==> src/rtl/alu4_issue_ctrl.sv <==
// alu4_issue_ctrl: valid/ready instruction sequencer driving an external 4-bit ALU over a 4x4 register file
//   clk, reset (sync, active-high)
//   i_valid/i_ready handshake; i_ld, i_op, i_rd, i_rs1, i_rs2, i_imm describe the instruction
//   alu_a/alu_b/alu_op drive the ALU; alu_result and alu_c/n/z/v come back
//   o_done pulses after each write-back with o_wr_addr/o_wr_data; o_c/n/z/v hold the last ALU flags
//   dbg_addr/dbg_data give a combinational regfile read port
module alu4_issue_ctrl #(
    parameter int WAIT_CYCLES = 1
) (
    input  logic       clk,
    input  logic       reset,
    input  logic       i_valid,
    output logic       i_ready,
    input  logic       i_ld,
    input  logic [2:0] i_op,
    input  logic [1:0] i_rd,
    input  logic [1:0] i_rs1,
    input  logic [1:0] i_rs2,
    input  logic [3:0] i_imm,
    output logic [3:0] alu_a,
    output logic [3:0] alu_b,
    output logic [2:0] alu_op,
    input  logic [3:0] alu_result,
    input  logic       alu_c,
    input  logic       alu_n,
    input  logic       alu_z,
    input  logic       alu_v,
    output logic       o_done,
    output logic [1:0] o_wr_addr,
    output logic [3:0] o_wr_data,
    output logic       o_c,
    output logic       o_n,
    output logic       o_z,
    output logic       o_v,
    input  logic [1:0] dbg_addr,
    output logic [3:0] dbg_data
);
    typedef enum logic {IDLE, EXEC} state_t;
    state_t state, state_nxt;
    logic [3:0][3:0] regs;
    logic [1:0] rd;
    logic [3:0] cnt;
    logic accept, capture;
    assign i_ready = state == IDLE;
    assign accept = i_valid & i_ready;
    // the edge on which the settle counter expires is the result-capture edge
    assign capture = state == EXEC && cnt == 4'd1;
    assign dbg_data = regs[dbg_addr];
    always_ff @(posedge clk)
        state <= reset ? IDLE : state_nxt;
    always_comb
        state_nxt = (accept && !i_ld) ? EXEC : capture ? IDLE : state;
    always_ff @(posedge clk) begin
        if (reset) begin
            regs <= '0;
            rd <= '0;
            cnt <= '0;
            alu_a <= '0;
            alu_b <= '0;
            alu_op <= '0;
            o_done <= 1'b0;
            o_wr_addr <= '0;
            o_wr_data <= '0;
            {o_c, o_n, o_z, o_v} <= '0;
        end else begin
            o_done <= 1'b0;
            if (accept && i_ld) begin
                regs[i_rd] <= i_imm;
                o_done <= 1'b1;
                o_wr_addr <= i_rd;
                o_wr_data <= i_imm;
            end else if (accept) begin
                // operands are snapshotted here, so rd may alias rs1/rs2
                alu_a <= regs[i_rs1];
                alu_b <= regs[i_rs2];
                alu_op <= i_op;
                rd <= i_rd;
                cnt <= 4'(WAIT_CYCLES);
            end else if (state == EXEC) begin
                cnt <= cnt - 4'd1;
                if (capture) begin
                    regs[rd] <= alu_result;
                    {o_c, o_n, o_z, o_v} <= {alu_c, alu_n, alu_z, alu_v};
                    o_done <= 1'b1;
                    o_wr_addr <= rd;
                    o_wr_data <= alu_result;
                end
            end
        end
    end
endmodule

==> config.mk <==
export PLATFORM = sky130hd
export DESIGN_NAME = alu4_issue_ctrl
export DESIGN_NICKNAME = d
export VERILOG_FILES = /design/src/rtl/alu4_issue_ctrl.sv
export SDC_FILE = /design/constraint.sdc
export NUM_CORES = 1
export LEC_CHECK = 0
export ABC_AREA = 0
export CORE_MARGIN = 2
export CORE_UTILIZATION = 49
export CTS_BUF_LIST = sky130_fd_sc_hd__clkbuf_16
export DETAILED_ROUTE_END_ITERATION = 6
export PLACE_DENSITY_LB_ADDON = 0.25
export SLEW_MARGIN = 20
export SYNTH_ARGS = -nofsm -noshare
export SYNTH_HDL_FRONTEND = slang
export SYNTH_SLANG_ARGS = --single-unit
==> constraint.sdc <==
create_clock -name clk -period 2.1 [get_ports clk]
set_clock_uncertainty 0.1 [all_clocks]
set_input_delay 0.42 -clock clk [delete_from_list [all_inputs] [get_ports clk]]
set_output_delay 0.42 -clock clk [all_outputs]
set_load 0.02 [all_outputs]
# After elaboration in Yosys (flattened, before gate mapping)
# Index checks and enable logic that the tools add are counted.
dict set report op_classes {
  add_sub_neg 1
  n_lt_le_gt_ge 7
  eq_ne 2
  n_mux 32
  n_bitwise 4
  n_reduce_logical 14
}
# op count
set op_table {}
lappend op_table {{16-bit two-way mux} 4}
lappend op_table {{4-bit two-way mux} 11}
lappend op_table {{16-bit bitwise mux} 2}
lappend op_table {{4-bit binary-select mux with 2-bit select} 3}
lappend op_table {{4-bit demux with 2-bit select} 2}
lappend op_table {{2-bit by 3-bit < comparator with 1-bit output (second input constant)} 5}
lappend op_table {{2-bit two-way mux} 4}
lappend op_table {{2-bit nonzero test} 4}
lappend op_table {{1-bit two-way mux} 6}
lappend op_table {{1-bit logical AND} 5}
lappend op_table {{4-bit by 1-bit equality test with 1-bit output (second input constant)} 1}
lappend op_table {{2-bit by 1-bit >= comparator with 1-bit output (second input constant)} 2}
lappend op_table {{2-bit AND reduction} 2}
lappend op_table {{4-bit AND reduction} 1}
lappend op_table {{4-bit by 1-bit subtractor with 4-bit output (second input constant)} 1}
lappend op_table {{1-bit inverter} 3}
lappend op_table {{3-bit AND reduction} 1}
lappend op_table {{2-bit by 1-bit inequality test with 1-bit output (second input constant)} 1}
lappend op_table {{1-bit bitwise AND} 1}
lappend op_table {{1-bit zero test} 1}
dict set report totals {
  ff_bits 45
  in_bits 27
  out_inout_bits 27
  wordCells 77
}

# Logic depth before layout (Yosys ltp)
dict set report logic_depth {
  depth_word 9
  ltp_mapped 6
}

# Worst setup path after synthesis
# No wires, ideal clock.
dict set report synth_path {
  path_kind {register to register}
  from {reg cnt[0]}
  to {reg regs[4] in the netlist's numbering}
  setup_ns 0.119
  arrival_ns 1.311
  required_ns 1.881
  path_slack_ns 0.570
  stages_incl_launch_ff 5
  synth_period_minus_slack_ns 1.530
  path_cell_list {dfxtp_1 ha_1 and4bb_2 nand3_1 o221a_2}
}
dict set report synth_between {
  elab_chain_cells 4
}
# element line_no
set synth_lines {}
lappend synth_lines {{from (decl)} 42} ;# logic [3:0] cnt;
lappend synth_lines {{from (signal assigned)} 78} ;# cnt <= 4'(WAIT_CYCLES);
lappend synth_lines {{from (signal assigned)} 80} ;# cnt <= cnt - 4'd1;
lappend synth_lines {{4-bit by 1-bit equality test with 1-bit output} 47} ;# assign capture = state == EXEC && cnt == 4'd1;
lappend synth_lines {{1-bit logical AND} 47}
lappend synth_lines {{2-bit nonzero test (no source line)} --}
lappend synth_lines {{3-bit AND reduction (no source line)} --}
lappend synth_lines {{to (signal, indexed assignment)} 68} ;# regs[i_rd] <= i_imm;
lappend synth_lines {{to (signal, indexed assignment)} 82} ;# regs[rd] <= alu_result;
lappend synth_lines {{to (decl)} 40} ;# logic [3:0][3:0] regs;
# No other way between the ends.
# A chain may end at the register's enable or synchronous reset.

# Worst setup path after layout
dict set report layout_path {
  from {in dbg_addr[0]}
  to {out dbg_data[3]}
}
dict set report layout_between {
  elab_chain_cells 2
}
# element line_no
set layout_lines {}
lappend layout_lines {{from (decl)} 35} ;# input logic [1:0] dbg_addr,
lappend layout_lines {{4-bit binary-select mux with 2-bit select} 48} ;# assign dbg_data = regs[dbg_addr];
lappend layout_lines {{4-bit two-way mux (implied by the code)} 48}
lappend layout_lines {{to (decl)} 36} ;# output logic [3:0] dbg_data
# No other way between the ends. The select of a mux whose other input is x is not followed.

==> impl_metrics.py <==
metrics = {
    "power_and_ir_drop": {
        "total_power_w": 0.00207,
        "powerDensity_mw_per_mm2": 694,
        "irDropWorstVdd_mv": 0.326,
        "p_leak_nw": 1.02,
    },
    "floorplanning": {
        "die-area_mm2": 0.00513,
        "die_y_um": 71.6,
        "coreArea_mm2": 0.00438,
        "pin_count": 54,
        "initial_core_util_pct": 51.1,
        "rows": 24,
        "fp.dieW_um": 71.6,
    },
    "logic_synthesis": {
        "synthesis.area_mm2": 0.00224,
        "synth-xor-area-share_pct": 0.782,
        "synth_compound_gate_area_share_pct": 23.1,
        "synth_top_family_by_area": "compound AO/OA/AOI/OAI gates",
        "synth_mux_area_share_pct": 12.1,
        "ys_seq_area_share_pct": 40.2,
        "syn_area_per_cell_um2": 9.66,
        "synth_edf_count": 0,
        "ys.flop_type": "dfxtp_1",
        "synthAdderAreaFrac_pct": 1.12,
        "synthArstFlopShare_pct": 0,
        "ys_seq_elements": 45,
        "mappedNetlistNets": 261,
        "ys_warn_count": 0,
        "yosys.area_share.simple_pct": 18.4,
        "syn_inst": 232,
        "yosysUniqueCellTypes": 34,
    },
    "drt": {
        "drt-total-wl_mm": 5.63,
        "drtPass1Iterations": 4,
        "routed_via_density": 5.95,
        "wire_per_inst_um": 16.6,
        "drc": 0,
        "drt_first_iter_violations": 103,
        "ant_nets": 0,
        "num_vias": 2016,
    },
    "setup_path": {
        "cpPeakStageDelay_ns": 0.53,
        "critPathCaptureType": "output pin",
        "rr_startpoint": "cnt[0]$_SDFFE_PP0P_",
        "critPathKind": "in -> out",
        "worst_r2r_endpoint": "regs[12]$_SDFFE_PP0P_",
        "cpLargestDelayFamily": "multiplexers",
        "crit_arrival_ns": 1.46,
        "cp_slowest_cell": "mux4_2",
        "cp_num_cells": 3,
        "worst_setup_path_start_kind": "primary input",
        "endpoint": "dbg_data[3]",
        "crit_fanout": 4,
        "critPathLaunch": "dbg_addr[0]",
        "worst-path-buf-inv": 2,
        "rrSetupSlack_ns": 0.27,
        "path_cells": "dlygate4sd2_1 > mux4_2 > buf_2",
        "required_ns": 1.58,
        "reg2reg_depth": 4,
    },
    "finish": {
        "postLayoutCoreUtil_pct": 67.8,
        "drive_above_1_share_pct": 16.4,
        "n_antenna_cell": 0,
        "final_cell_mix": "nand2_1, clkdlybuf4s50_1, dfxtp_1, a21oi_1, o221a_1",
        "syn_to_final_growth_pct": 32.7,
        "fillers": 368,
        "final_area_mm2": 0.00297,
        "seqCellArea_um2": 902,
        "multi_input_area_mm2": 0.00124,
        "nets": 315,
    },
    "outcome": {
        "status": "finished clean",
    },
    "hold_path": {
        "min_from": "alu_a[0]$_SDFFE_PP0P_",
        "min_path_cells": 2,
        "hold_path_class": "reg -> reg",
    },
    "cts": {
        "cts_made_buffers": 5,
        "root_buffer": "clkbuf_16",
        "cts_tree": "built",
        "clockBufferDepth": 2,
        "insertion_delay_ns": 0.28,
        "cts.sinks": 45,
        "htreeDepth": 2,
        "clkSlewWorstSetupHoldPaths_ns": 0.06,
        "post_cts_buffers": 0,
    },
    "sta": {
        "fmax_mhz": 506,
        "slew_violations": 0,
        "worst_slack_ns": 0.125,
        "tightestPinTransition_ns": 0.604,
        "finalSetupViolCount": 0,
        "period_minus_slack_ns": 1.98,
        "hold_viol": 0,
        "worst_slew_margin_rel_pct": 59.7,
        "rsz0062_at_grt": "false",
        "fin_crit_sh_pct": 94.1,
    },
    "placement": {
        "pre_cts_slack_ns": -0.542,
        "gp_congestion": 0.834,
        "hpwl_mm": 4.07,
        "place_area_mm2": 0.00285,
        "portBuffers": 53,
    },
    "global_routing": {
        "grt_pass1_vias": 1888,
        "grt_max_degree": 46,
        "grt_pass1_wl_mm": 9.43,
        "overflow": 0,
        "antenna_found_initial": 0,
        "grt_usage_pct": 23.2,
    },
    "job": {
        "maxCapViolCount": 0,
    },
}
## metrics by stage
| stage | TNS [ns] | hold slack, ns | instances |
|---|---|---|---|
| global route | 0 | 0.382 | 339 |
| detailed placement | -2.00 | 0.347 | 331 |
| floorplan | 0 | 0.390 | 232 |
| CTS | 0 | 0.356 | 339 |
| global placement | -1.95 | 0.340 | 331 |
| finish | 0 | 0.354 | 339 |
## synthesized netlist by cell type (5+ instances only)
cell type,n,area share (%)
nand3_1,8,1.8
mux4_2,12,12
inv_1,5,0.84
dfxtp_1,45,40
a21oi_1,39,8.7
buf_2,6,1.3
a311oi_1,5,2.0
clkbuf_1,5,0.84
nand2_1,47,7.9
nor2_1,6,1.0
o221a_1,13,6.5
## worst min-delay path by stage
stage	to	slack, ns
final	alu_a[0]$_SDFFE_PP0P_	0.35
after global routing	alu_op[0]$_SDFFE_PP0P_	0.38
after CTS	alu_a[0]$_SDFFE_PP0P_	0.36
after detailed placement	alu_a[0]$_SDFFE_PP0P_	0.35
after global placement	alu_op[0]$_SDFFE_PP0P_	0.34
after floorplan	cnt[1]$_SDFFE_PP0P_	0.39
## repair_timing
item / in CTS / in global routing
hold buffers: 0 / 0
gates resized for setup: 17 / 2
cloned: 0 / 0
setup endpoints to repair: 4 / 2
## where the power goes
part / internal (W) / leakage (nW) / switching (W) / total [W]
sequential: 0.000895 / 0.367 / 0.0000434 / 0.000939
combinational: 0.000181 / 0.588 / 0.000169 / 0.000350
clock: 0.000443 / 0.0702 / 0.000334 / 0.000776
total: 0.00152 / 1.02 / 0.000547 / 0.00207
## worst register-to-register path, cell delays in order (launching register included)
cell and delay [ns]:
dfxtp_1 0.42, ha_1 0.26, nand4bb_4 0.28, o32ai_2 0.45, o221a_1 0.26
## layout make-up
cell class              instances  share of cell area, %
inverters                       5                  0.631
multi-input cells             166                   41.8
flip-flops and latches         45                   30.3
repair buffers                 63                   20.2
clock buffers                   5                   4.21
well taps                      52                   2.19
clock inverters                 3                  0.715
## cell families (layout without fill, tap and decap cells)
kind of cell / after synthesis / count (layout)
muxes: 12 / 12
xor gates and xnor gates: 2 / 2
buffers and inverters: 21 / 76
adders and majority gates: 2 / 2
AOI/OAI and AO/OA: 68 / 68
DFF: 45 / 45
and+or+nand+nor: 82 / 82
## per-layer routing
metal  wire (um)  GRT usage [%]  vias to the layer above
li1            -              -                      985
met1        2460           31.1                      945
met4          61           7.13                        0
met3         398           5.06                        8
met5           0              0                        -
met2        2710           37.7                       78
## sequential cells by signal (all words and copies together), names as in the netlist
name and cells:
o_v 1, o_wr_addr 2, o_done 1, regs 16, o_wr_data 4, alu_op 3, o_c 1, cnt 4
o_z 1, alu_a 4, rd 2, o_n 1, alu_b 4, state 1
Note: power is estimated with default switching activity, not from simulation.
